**config.mk**
```make
export PLATFORM = sky130hd
export DESIGN_NAME = ps2_host_tx_flat
export DESIGN_NICKNAME = d
export VERILOG_FILES = /design/src/rtl/ps2_host_tx_if.sv /design/src/rtl/ps2_host_tx.sv /design/src/flat_wrapper.sv
export SDC_FILE = /design/constraint.sdc
export NUM_CORES = 1
export LEC_CHECK = 0
export ABC_CLOCK_PERIOD_IN_PS = 2100
export BUFFER_PORTS_ARGS = -buffer_cell sky130_fd_sc_hd__buf_2
export CAP_MARGIN = 20
export CORE_UTILIZATION = 30
export CTS_CLUSTER_DIAMETER = 50
export DETAILED_ROUTE_END_ITERATION = 7
export HOLD_SLACK_MARGIN = 0.1
export PLACE_DENSITY = 0.43
export SYNTH_ARGS = -nofsm -noshare
export SYNTH_HDL_FRONTEND = slang
export SYNTH_SLANG_ARGS = --single-unit
```
**constraint.sdc**
```tcl
create_clock -name Clock -period 2.1 [get_ports Clock]
set_input_delay 0.42 -clock Clock [delete_from_list [all_inputs] [get_ports Clock]]
set_output_delay 0.42 -clock Clock [all_outputs]
set_load 0.05 [all_outputs]
```
**src/rtl/ps2_host_tx_if.sv**
```systemverilog
// Command handshake between the input block and the PS/2 host transmitter.
// master issues bytes, slave (the transmitter) reports busy/done/error.
interface ps2_host_tx_if;
    logic [7:0] tx_data;
    logic       tx_start;
    logic       busy;
    logic       done;
    logic       error;

    modport master (
        output tx_data, tx_start,
        input  busy, done, error
    );

    modport slave (
        input  tx_data, tx_start,
        output busy, done, error
    );
endinterface

```
**src/rtl/ps2_host_tx.sv**
```systemverilog
// PS/2 host-to-device byte transmitter over open-collector clock/data.
// Define PS2_TX_RETRY_EN to retry a failed frame once before error.
module ps2_host_tx #(
    parameter int INHIBIT_CYCLES       = 6000,
    parameter int START_TIMEOUT_CYCLES = 750000,
    parameter int BIT_TIMEOUT_CYCLES   = 100000
) (
    input  logic          Clock,
    input  logic          Reset_n,
    ps2_host_tx_if.slave  host,
    input  logic          ps2_clk_in,
    input  logic          ps2_data_in,
    output logic          ps2_clk_oe,
    output logic          ps2_data_oe
);

`ifdef PS2_TX_RETRY_EN
    localparam bit RetryEn = 1'b1;
`else
    localparam bit RetryEn = 1'b0;
`endif

    localparam int M1 = (INHIBIT_CYCLES > START_TIMEOUT_CYCLES) ?
                        INHIBIT_CYCLES : START_TIMEOUT_CYCLES;
    localparam int MaxLim = (M1 > BIT_TIMEOUT_CYCLES) ? M1 : BIT_TIMEOUT_CYCLES;
    localparam int CW = $clog2(MaxLim + 1);

    typedef enum logic [2:0] {
        S_IDLE, S_INHIBIT, S_REQ, S_SEND,
        S_WAIT_ACK, S_WAIT_IDLE, S_FAIL
    } state_e;

    state_e        state_q, state_d;
    logic [1:0]    clk_sync_q, clk_sync_d;
    logic [1:0]    data_sync_q, data_sync_d;
    logic          clk_prev_q, clk_prev_d;
    logic [9:0]    frame_q, frame_d;
    logic [3:0]    bit_q, bit_d;
    logic [CW-1:0] cnt_q, cnt_d;
    logic          seen_fe_q, seen_fe_d;
    logic          data_low_q, data_low_d;
    logic          retry_q, retry_d;

    logic          clk_s, data_s, fe, timeout, retry_now;
    logic [CW-1:0] limit;

    assign clk_s     = clk_sync_q[1];
    assign data_s    = data_sync_q[1];
    assign fe        = clk_prev_q & ~clk_s;
    assign retry_now = RetryEn && !retry_q;
    assign limit     = seen_fe_q ? CW'(BIT_TIMEOUT_CYCLES - 1)
                                 : CW'(START_TIMEOUT_CYCLES - 1);
    assign timeout   = (cnt_q == limit);

    // Two-stage synchronizers plus previous clock level for edge detect
    always_comb begin
        clk_sync_d  = {clk_sync_q[0], ps2_clk_in};
        data_sync_d = {data_sync_q[0], ps2_data_in};
        clk_prev_d  = clk_s;
    end

    // State and datapath registers; lines idle released, syncs idle high
    always_ff @(posedge Clock or negedge Reset_n) begin
        if (!Reset_n) begin
            state_q     <= S_IDLE;
            clk_sync_q  <= 2'b11;
            data_sync_q <= 2'b11;
            clk_prev_q  <= 1'b1;
            frame_q     <= '0;
            bit_q       <= '0;
            cnt_q       <= '0;
            seen_fe_q   <= 1'b0;
            data_low_q  <= 1'b0;
            retry_q     <= 1'b0;
        end else begin
            state_q     <= state_d;
            clk_sync_q  <= clk_sync_d;
            data_sync_q <= data_sync_d;
            clk_prev_q  <= clk_prev_d;
            frame_q     <= frame_d;
            bit_q       <= bit_d;
            cnt_q       <= cnt_d;
            seen_fe_q   <= seen_fe_d;
            data_low_q  <= data_low_d;
            retry_q     <= retry_d;
        end
    end

    // Next-state: frame sequencing, per-edge shifting and timeouts
    always_comb begin
        state_d    = state_q;
        frame_d    = frame_q;
        bit_d      = bit_q;
        cnt_d      = cnt_q + CW'(1);
        seen_fe_d  = seen_fe_q;
        data_low_d = data_low_q;
        retry_d    = retry_q;
        unique case (state_q)
            S_IDLE: begin
                cnt_d = '0;
                if (host.tx_start) begin
                    frame_d = {1'b1, ~^host.tx_data, host.tx_data};
                    retry_d = 1'b0;
                    state_d = S_INHIBIT;
                end
            end
            S_INHIBIT: begin
                if (cnt_q == CW'(INHIBIT_CYCLES - 1)) begin
                    cnt_d      = '0;
                    data_low_d = 1'b1;
                    state_d    = S_REQ;
                end
            end
            S_REQ: begin
                cnt_d     = '0;
                bit_d     = '0;
                seen_fe_d = 1'b0;
                state_d   = S_SEND;
            end
            S_SEND: begin
                if (fe) begin
                    cnt_d      = '0;
                    seen_fe_d  = 1'b1;
                    data_low_d = ~frame_q[bit_q];
                    bit_d      = bit_q + 4'd1;
                    if (bit_q == 4'd9) state_d = S_WAIT_ACK;
                end else if (timeout) begin
                    state_d = S_FAIL;
                end
            end
            S_WAIT_ACK: begin
                if (fe) begin
                    cnt_d   = '0;
                    state_d = data_s ? S_FAIL : S_WAIT_IDLE;
                end else if (timeout) begin
                    state_d = S_FAIL;
                end
            end
            S_WAIT_IDLE: begin
                if (clk_s && data_s) begin
                    state_d = S_IDLE;
                end else if (fe) begin
                    cnt_d = '0;
                end else if (timeout) begin
                    state_d = S_FAIL;
                end
            end
            S_FAIL: begin
                cnt_d      = '0;
                data_low_d = 1'b0;
                if (retry_now) begin
                    retry_d = 1'b1;
                    state_d = S_INHIBIT;
                end else begin
                    state_d = S_IDLE;
                end
            end
            default: state_d = S_IDLE;
        endcase
    end

    // Outputs: line drivers only pull low, status decoded from state
    always_comb begin
        ps2_clk_oe  = (state_q == S_INHIBIT) || (state_q == S_REQ);
        ps2_data_oe = data_low_q &&
                      ((state_q == S_REQ) || (state_q == S_SEND) ||
                       (state_q == S_WAIT_ACK));
        host.busy   = (state_q != S_IDLE);
        host.done   = (state_q == S_WAIT_IDLE) && clk_s && data_s;
        host.error  = (state_q == S_FAIL) && !retry_now;
    end

endmodule

```
**src/flat_wrapper.sv**
```systemverilog
// flat-port wrapper written by rule: the top's interface ports become plain ports
module ps2_host_tx_flat 
#(
    parameter int INHIBIT_CYCLES       = 6000,
    parameter int START_TIMEOUT_CYCLES = 750000,
    parameter int BIT_TIMEOUT_CYCLES   = 100000
)
  (Clock, Reset_n, ps2_clk_in, ps2_data_in, ps2_clk_oe, ps2_data_oe, host_tx_data, host_tx_start, host_busy, host_done, host_error);
  ps2_host_tx_if host_i ();
  input  logic Clock;
  input  logic Reset_n;
  input  logic ps2_clk_in;
  input  logic ps2_data_in;
  output logic ps2_clk_oe;
  output logic ps2_data_oe;
  input wire logic [$bits(host_i.tx_data)-1:0] host_tx_data;
  input wire logic [$bits(host_i.tx_start)-1:0] host_tx_start;
  output wire logic [$bits(host_i.busy)-1:0] host_busy;
  output wire logic [$bits(host_i.done)-1:0] host_done;
  output wire logic [$bits(host_i.error)-1:0] host_error;
  assign host_i.tx_data = host_tx_data;
  assign host_i.tx_start = host_tx_start;
  assign host_busy = host_i.busy;
  assign host_done = host_i.done;
  assign host_error = host_i.error;
  ps2_host_tx #(.INHIBIT_CYCLES(INHIBIT_CYCLES), .START_TIMEOUT_CYCLES(START_TIMEOUT_CYCLES), .BIT_TIMEOUT_CYCLES(BIT_TIMEOUT_CYCLES)) u_core (.Clock(Clock), .Reset_n(Reset_n), .host(host_i), .ps2_clk_in(ps2_clk_in), .ps2_data_in(ps2_data_in), .ps2_clk_oe(ps2_clk_oe), .ps2_data_oe(ps2_data_oe));
endmodule
```
# After elaboration in Yosys (flattened, before gate mapping)
# Index checks and enable logic that the tools add are counted.
# totals
regBits	44
latchBits	0
ram_bits	0
mem_bits_ro	0
inputBits	13
out_inout_bits	5
n_memories	0
# op_classes
addsub	2
n_mul	0
n_div	0
magnitude_cmp	1
n_eq_ne	14
n_shift	0
n_mux	24
bitwise_logic	3
n_reduce_logical	18
# ops
op	count
20-bit 2-to-1 mux	4
20-bit case mux with 4 select lines	1
3-bit 2-to-1 mux	8
20-bit by 1-bit adder with 20-bit output, second input constant	1
20-bit by 13-bit equality test with 1-bit output, second input constant	1
20-bit equality test	1
3-bit case mux with 6 select lines	1
3-bit equality test, second input constant	3
4-bit case mux with 2 select lines	1
8-bit XNOR reduction	1
3-bit by 2-bit equality test with 1-bit output, second input constant	2
3-bit inequality test, second input constant	2
3-bit nonzero test	2
4-bit by 5-bit < comparator with 1-bit output, second input constant	1
4-bit by 1-bit adder with 4-bit output, second input constant	1
1-bit binary-select mux with 4-bit select	1
4-bit equality test, second input constant	1
1-bit logical AND	4
1-bit 2-to-1 mux	4
4-bit 2-to-1 mux	1
2-bit by 1-bit inequality test with 1-bit output, second input constant	2
2-bit AND reduction	2
4-bit AND reduction	1
3-bit by 1-bit equality test with 1-bit output, second input constant	1
other kinds (12)	15

# Depth between registers and ports, before layout
# Gate-level depths: netlist of the first run.
# logic_depth
depth_word	6
ltp_mapped	7
ltp_nobuf	7

# Worst setup path after synthesis of the first run
# No wires, ideal clock.
# synth_path
path_kind	reg2reg
from	register u_core.state_q[1]
to	register u_core.frame_q[0]
setup_time_ns	0.125
t_arrival_ns	1.863
t_required_ns	1.975
slack_ns	0.112
stages_incl_launch_ff	5
n_path_buf	1
synth_period_minus_slack_ns	1.988
cell_sequence	dfrtp_1 -> clkbuf_1 -> or3_1 -> nor2_2 -> mux2_2
# synth_between
elab_chain_cells	2
# synth_lines
element	line	text
from (decl)	ps2_host_tx.sv:33	state_e state_q, state_d;
from (signal assigned)	ps2_host_tx.sv:76	state_q <= state_d;
3-bit logical NOT	ps2_host_tx.sv:98	unique case (state_q)
2-bit AND reduction (no source line)	n/a	
to (signal assigned)	ps2_host_tx.sv:80	frame_q <= frame_d;
to (decl)	ps2_host_tx.sv:37	logic [9:0] frame_q, frame_d;
# No other way between the ends.
# A chain may end at the register's enable or synchronous reset.

# Final worst setup path of the first run
# layout_path
from	register u_core.state_q[1]
to	output port ps2_data_oe
# layout_between
elab_chain_cells	4
elab_cells_between_ends	6
# layout_lines
element	line	text
3-bit by 2-bit equality test with 1-bit output	ps2_host_tx.sv:166	((state_q == S_REQ) || (state_q == S_SEND) ||
1-bit logical OR	ps2_host_tx.sv:166	
1-bit logical OR *	ps2_host_tx.sv:166	
1-bit logical AND *	ps2_host_tx.sv:165	ps2_data_oe = data_low_q &&
to (decl)	flat_wrapper.sv:15	output logic ps2_data_oe;
# Mark *: on every way between the ends. The rest lies on a longest branch, timed or not.

==> results.yml, run 1 <==
sta:
  slew_viol_final: 0
  setup_violations: 0
  layout_min_cycle_time_ns: 1.964
  clock-skew-final_ns: 0.006903
  fin_setup_tns_ns: 0
  max_freq_ghz: 0.5091
  slew_headroom: 0.6434
  fin_crit_sh: 0.9354
  hold_viol_final: 0
  rsz0062_at_grt: "no"
  tightest_slew_ns: 0.5338
clocking:
  clockBufferDepth: 2
  clock_sinks: 44
  clock_latency_ns: 0.30
  cts_tree: "built"
  cts_buffers: 5
  ctsRootBufferMaster: "clkbuf_8"
  clk_pin_slew_ns: 0.09
  htree_levels: 2
logic_synthesis:
  ys_ff_latch: 44
  synth_area_um2: 2420
  async_flop_share: 1.000
  synth_nets: 260
  ys.flop_type: "dfrtp_1"
  syn_avg_cell_area_um2: 9.917
  synth.distinct_cells: 51
  yosysSeqAreaShare: 0.4576
  yosysWarnings: 0
  synth_edf_count: 0
  syn_inst: 244
placed_design:
  placed_cells: 360
  place_congestion: 0.8438
  dp_hpwl_um: 3807
  placed_area_um2: 2660
  io_buffers: 17
outcome:
  outcome: "complete, no violations"
routing:
  drtIter0Drc: 36
  wire_per_inst_um: 13.69
  wl_um: 5050
  via_per_inst: 4.908
  antenna_left: 0
  drc: 0
  vias: 1811
  dr.pass1.iters: 5
pwr:
  p_leak_nw: 1.173
  power.density_nw_per_um2: 709.3
  peakVddDrop_v: 0.0002860
finish:
  fin_util: 0.3570
  final_cells: 369
  fin_area_um2: 2773
  drive_above_1_share: 0.2397
  antenna_cells: 0
  fin_nets: 282
  syn2layout_area_growth_pct: 14.58
floorplan:
  core_um2: 7767
  io_pins: 18
  die_area_um2: 8429
  fp.dieH_um: 91.81
  die_w_um: 91.81
  start_util: 0.3115
  num_rows: 32
worst_hold_path:
  hp-start: "ps2_clk_in"
  min_path_type: "in -> reg"
  min_path_cells: 1
  whs_endpoint: "u_core.clk_sync_q[0]$_DFF_PN1_"
setup_path:
  crit_type: "reg -> out"
  timing.rr.end: "u_core.state_q[1]$_DFFE_PN0P_"
  start_kind: "flop"
  timing.rr.start: "u_core.cnt_q[0]$_DFF_PN0_"
  reg2reg_setup_slack_ns: 0.24
  required_ns: 1.68
  worst_setup_path_end_kind: "output port"
  reg2reg_depth: 7
  critPathArrivalTime_ns: 1.54
  worstPathMaxFanout: 11
global_routing:
  grt_pass1_wl_um: 9156
  grt_max_degree: 21
  grt_antenna_before_repair: 0
  grt_pass1_vias: 1827
  grt_overflow: 0
  grtUsageTotal: 0.1370
run:
  drv_cap: 0
[timing repair]
item | CTS | global route
setup buffers | 0 | 0
hold endpoints to repair | 15 | 0
gates resized for setup | 0 | 6
endpoints found under the setup margin | 0 | 3
hold buffers | 1 | 0
[how the worst max path moves through the flow]
| stage | start | endpoint | slack [ns] | cells past startpoint |
|---|---|---|---|---|
| after detailed placement | u_core.cnt_q[0]$_DFF_PN0_ | u_core.state_q[1]$_DFFE_PN0P_ | 0.21 | 7 |
| after CTS | u_core.state_q[2]$_DFFE_PN0P_ | ps2_data_oe | 0.04 | 4 |
| after global placement | u_core.cnt_q[0]$_DFF_PN0_ | u_core.state_q[1]$_DFFE_PN0P_ | 0.25 | 7 |
| after global routing | u_core.cnt_q[14]$_DFF_PN0_ | u_core.state_q[2]$_DFFE_PN0P_ | 0.02 | 5 |
| after floorplan | u_core.state_q[1]$_DFFE_PN0P_ | u_core.frame_q[0]$_DFFE_PN0P_ | 0.11 | 4 |
| final | u_core.state_q[1]$_DFFE_PN0P_ | ps2_data_oe | 0.14 | 4 |
[routing by layer]
metal / global-route usage / wire length [um]
met5: 0 / 0
met1: 0.1936 / 2611
met4: 0.04297 / 37
met3: 0.02239 / 97
met2: 0.2143 / 2304
[registers in the layout, indices dropped and copies added (netlist names)]
| register | cells |
|---|---|
| u_core.data_sync_q | 2 |
| u_core.frame_q | 10 |
| u_core.cnt_q | 20 |
| u_core.state_q | 3 |
| u_core.bit_q | 4 |
| u_core.clk_sync_q | 2 |
| u_core.clk_prev_q | 1 |
| u_core.data_low_q | 1 |
| u_core.seen_fe_q | 1 |
[stage by stage]
stage                     hold slack, ns  power (mW)  setup WS [ns]
after floorplan                   0.1244       1.313         0.1119
after global placement            0.3461       1.424         0.2538
after detailed placement          0.3478       1.419         0.2131
after CTS                         0.1884       2.002        0.04300
after global routing              0.1835       2.097        0.01928
final                             0.2061       1.967         0.1356
[cell usage in the layout (no fill, tap or decap), types with 3 or more instances in the layout]
cell type,count
dfrtp_1,35
nor2_1,32
buf_2,16
xnor2_1,15
nand2_1,12
nand3_1,11
o21ai_0,11
xor2_1,11
a21oi_1,10
buf_4,10
mux2_2,9
nand4_1,6
and3_1,5
inv_1,5
clkbuf_8,5
dfstp_2,5
or3_1,4
nor2b_1,4
nor3_1,4
nand2b_1,4
mux2i_1,4
dfrtp_2,4
nand3b_1,3
ha_1,3
[Yosys cell counts, drive strengths merged (3+ instances only)]
cell / count / area [um2]
dfstp: 5 / 131.4
o21ai: 11 / 55.05
ha: 3 / 37.54
or3: 4 / 25.02
inv: 5 / 18.77
mux2i: 4 / 40.04
and3: 5 / 31.28
xnor2: 15 / 131.4
nor3: 4 / 20.02
nand3: 11 / 55.05
nand2: 12 / 45.04
a21oi: 10 / 50.05
nor2: 33 / 126.4
xor2: 11 / 96.34
nand2b: 4 / 25.02
dfrtp: 39 / 975.9
nand4: 6 / 37.54
mux2: 9 / 101.4
clkbuf: 9 / 35.03
nand3b: 3 / 22.52
buf: 5 / 32.53
nor2b: 4 / 25.02
[cell families (layout without fill, tap and decap cells)]
| kind of cell | Yosys count | in the layout | synth area share |
|---|---|---|---|
| AO/OA/AOI/OAI | 35 | 35 | 0.09308 |
| XOR/XNOR | 26 | 26 | 0.09411 |
| adder cells (fa/ha/maj) | 3 | 3 | 0.01551 |
| buffers and inverters | 19 | 42 | 0.03568 |
| flip-flops | 44 | 44 | 0.4576 |
| multiplexers | 15 | 15 | 0.07704 |
| AND/OR/NAND/NOR | 102 | 102 | 0.2270 |
[final cells by class]
type,count,area [um2]
clock buffers,5,68.82
clock inverters,3,26.28
fillers,822,4995
inverters,5,18.77
multi-input cells,181,1226
flip-flops and latches,44,1112
well taps,102,127.6
repair buffers,29,192.7
[critical path, stage by stage (launching register included)]
cell and delay (ns):
dfrtp_2 0.49, nand2b_1 0.22, o21ai_0 0.15, and2_1 0.13, buf_2 0.25
[report_power, final]
| part | internal (mW) | switching, mW | total, mW | leakage [nW] |
|---|---|---|---|---|
| Combinational | 0.165 | 0.140 | 0.305 | 0.587 |
| Clock | 0.245 | 0.319 | 0.564 | 0.0491 |
| Sequential | 0.963 | 0.135 | 1.10 | 0.536 |
(Power assumes the default switching activity.)
==> inputs of run 2 (changes only) <==
--- a/config.mk
+++ b/config.mk
@@ -12,7 +12,8 @@
 export CTS_CLUSTER_DIAMETER = 50
 export DETAILED_ROUTE_END_ITERATION = 7
 export HOLD_SLACK_MARGIN = 0.1
-export PLACE_DENSITY = 0.43
+export MAX_ROUTING_LAYER = met4
+export PLACE_DENSITY = 0.53
 export SYNTH_ARGS = -nofsm -noshare
 export SYNTH_HDL_FRONTEND = slang
 export SYNTH_SLANG_ARGS = --single-unit
==> results.yml, run 2 (synthesis results as in run 1) <==
global_routing:
  grt_overflow: 0
  grt_pass1_vias: 1776
  grt_pass1_wl_um: 8625
  grt_max_degree: 45
  grt_antenna_before_repair: 0
  grtUsageTotal: 0.1304
floorplan:
  core_um2: 7767
  die_w_um: 91.81
  die_area_um2: 8429
  start_util: 0.3115
  io_pins: 18
  fp.dieH_um: 91.81
  num_rows: 32
setup_path:
  critPathBufInv: 1
  crit_type: "reg -> out"
  cp_top_family: "flip-flops"
  critPathArrivalTime_ns: 1.56
  cp_cell_sequence: "nand3_1 > nor2_1 > buf_2"
  cp_slowest_stage_delay_ns: 0.64
  worst_setup_path_end_kind: "output port"
  worstPathMaxFanout: 14
  crit_slowest_cell: "dfrtp_1"
  required_ns: 1.68
  start_kind: "flop"
sta:
  fin_setup_tns_ns: 0
  layout_min_cycle_time_ns: 1.985
  clock-skew-final_ns: 0.004810
  slew_viol_final: 0
  max_freq_ghz: 0.5038
  final.setup.worst_slack_ns: 0.1152
  fin_crit_sh: 0.9451
  rsz0062_at_grt: "no"
  slew_headroom: 0.6278
  tightest_slew_ns: 0.5583
  hold_viol_final: 0
  setup_violations: 0
finish:
  most-common-layout-cells: "dfrtp_1 (37), nor2_1 (32), buf_2 (17)"
  largest_register: "u_core.cnt_q"
  final_common_cell: "dfrtp_1"
  largestRegisters: "u_core.cnt_q: 20 flops, u_core.frame_q: 10 flops, u_core.bit_q: 4 flops"
  antenna_cells: 0
  drive_above_1_share: 0.2235
  fin_nets: 279
  fin_util: 0.3547
  largest_reg_flops: 20
  syn2layout_area_growth_pct: 13.86
routing:
  wl_um: 4867
  vias: 1787
  via_per_inst: 4.883
  dr.pass1.iters: 5
  drc: 0
  drtIter0Drc: 115
  antenna_left: 0
  wire_per_inst_um: 13.30
pwr:
  peakVddDrop_v: 0.0002907
  total_power_mw: 2.028
  power.density_nw_per_um2: 736.2
  p_leak_nw: 1.166
clocking:
  ctsRootBufferMaster: "clkbuf_8"
  cts_buffers: 5
  htree_levels: 2
  postCtsHoldBufs: 0
  clock_sinks: 44
  clock_latency_ns: 0.29
  clockBufferDepth: 2
  post_cts_buffers: 0
  clk_pin_slew_ns: 0.08
  cts_tree: "built"
worst_hold_path:
  min_path_type: "in -> async"
placed_design:
  place_congestion: 0.8367
  io_buffers: 17
  dp_hpwl_um: 3500
  pre_cts_ws_ns: 0.2500
run:
  drv_cap: 0
outcome:
  outcome: "complete, no violations"
run 2: changes by cell type in the layout (fill, tap and decap cells not counted), moves of 2 or more:
cell / change
inv_6: -2
buf_4: -2
dfrtp_2: -2
dfrtp_1: +2
run 2: path summary, 6_finish.rpt:
path | to | cells past startpoint | start | slack (ns)
min reg2reg | u_core.clk_sync_q[1]$_DFF_PN1_ | 0 | u_core.clk_sync_q[0]$_DFF_PN1_ | 0.36
max reg2reg | u_core.state_q[2]$_DFFE_PN0P_ | 6 | u_core.bit_q[0]$_DFFE_PN0P_ | 0.22
min in group Clock | u_core.data_sync_q[0]$_DFF_PN1_ | 1 | ps2_data_in | 0.22
min | u_core.cnt_q[12]$_DFF_PN0_ | 2 | Reset_n | 0.19
max in group asynchronous | u_core.data_sync_q[1]$_DFF_PN1_ | 2 | Reset_n | 1.51
max | host_done | 3 | u_core.state_q[0]$_DFFE_PN0P_ | 0.12
run 2: routing by layer:
metal / GRT usage / wire (um) / vias up
met5: - / 0 / -
met4: 0.03516 / 42 / 0
met3: 0.02239 / 113 / 2
met2: 0.1949 / 2243 / 20
met1: 0.1830 / 2467 / 872
li1: - / - / 893
run 2: what timing repair did:
action | 4_1_cts | 5_1_grt
gates resized for setup | 0 | 2
endpoints found under the hold margin | 0 | 0
setup endpoints to repair | 0 | 2
run 2: through the flow:
step / hold slack [ns] / cells / area [um2]
floorplan: 0.1244 / 244 / 2420
global placement: 0.3458 / 358 / 2645
detailed placement: 0.3478 / 358 / 2645
CTS: 0.2095 / 366 / 2753
global route: 0.1982 / 366 / 2755
finish: 0.1879 / 366 / 2755
run 2: final cells by class:
type / count / area [um2]
clock buffers: 6 / 72.57
clock inverters: 2 / 35.03
fillers: 827 / 5012
inverters: 5 / 18.77
multi-input cells: 181 / 1226
flip-flops and latches: 44 / 1110
well taps: 102 / 127.6
repair buffers: 26 / 165.2
run 2: power breakdown:
group / switching (mW) / internal, mW
registers: 0.124 / 0.963
logic: 0.142 / 0.162
clock network: 0.285 / 0.353
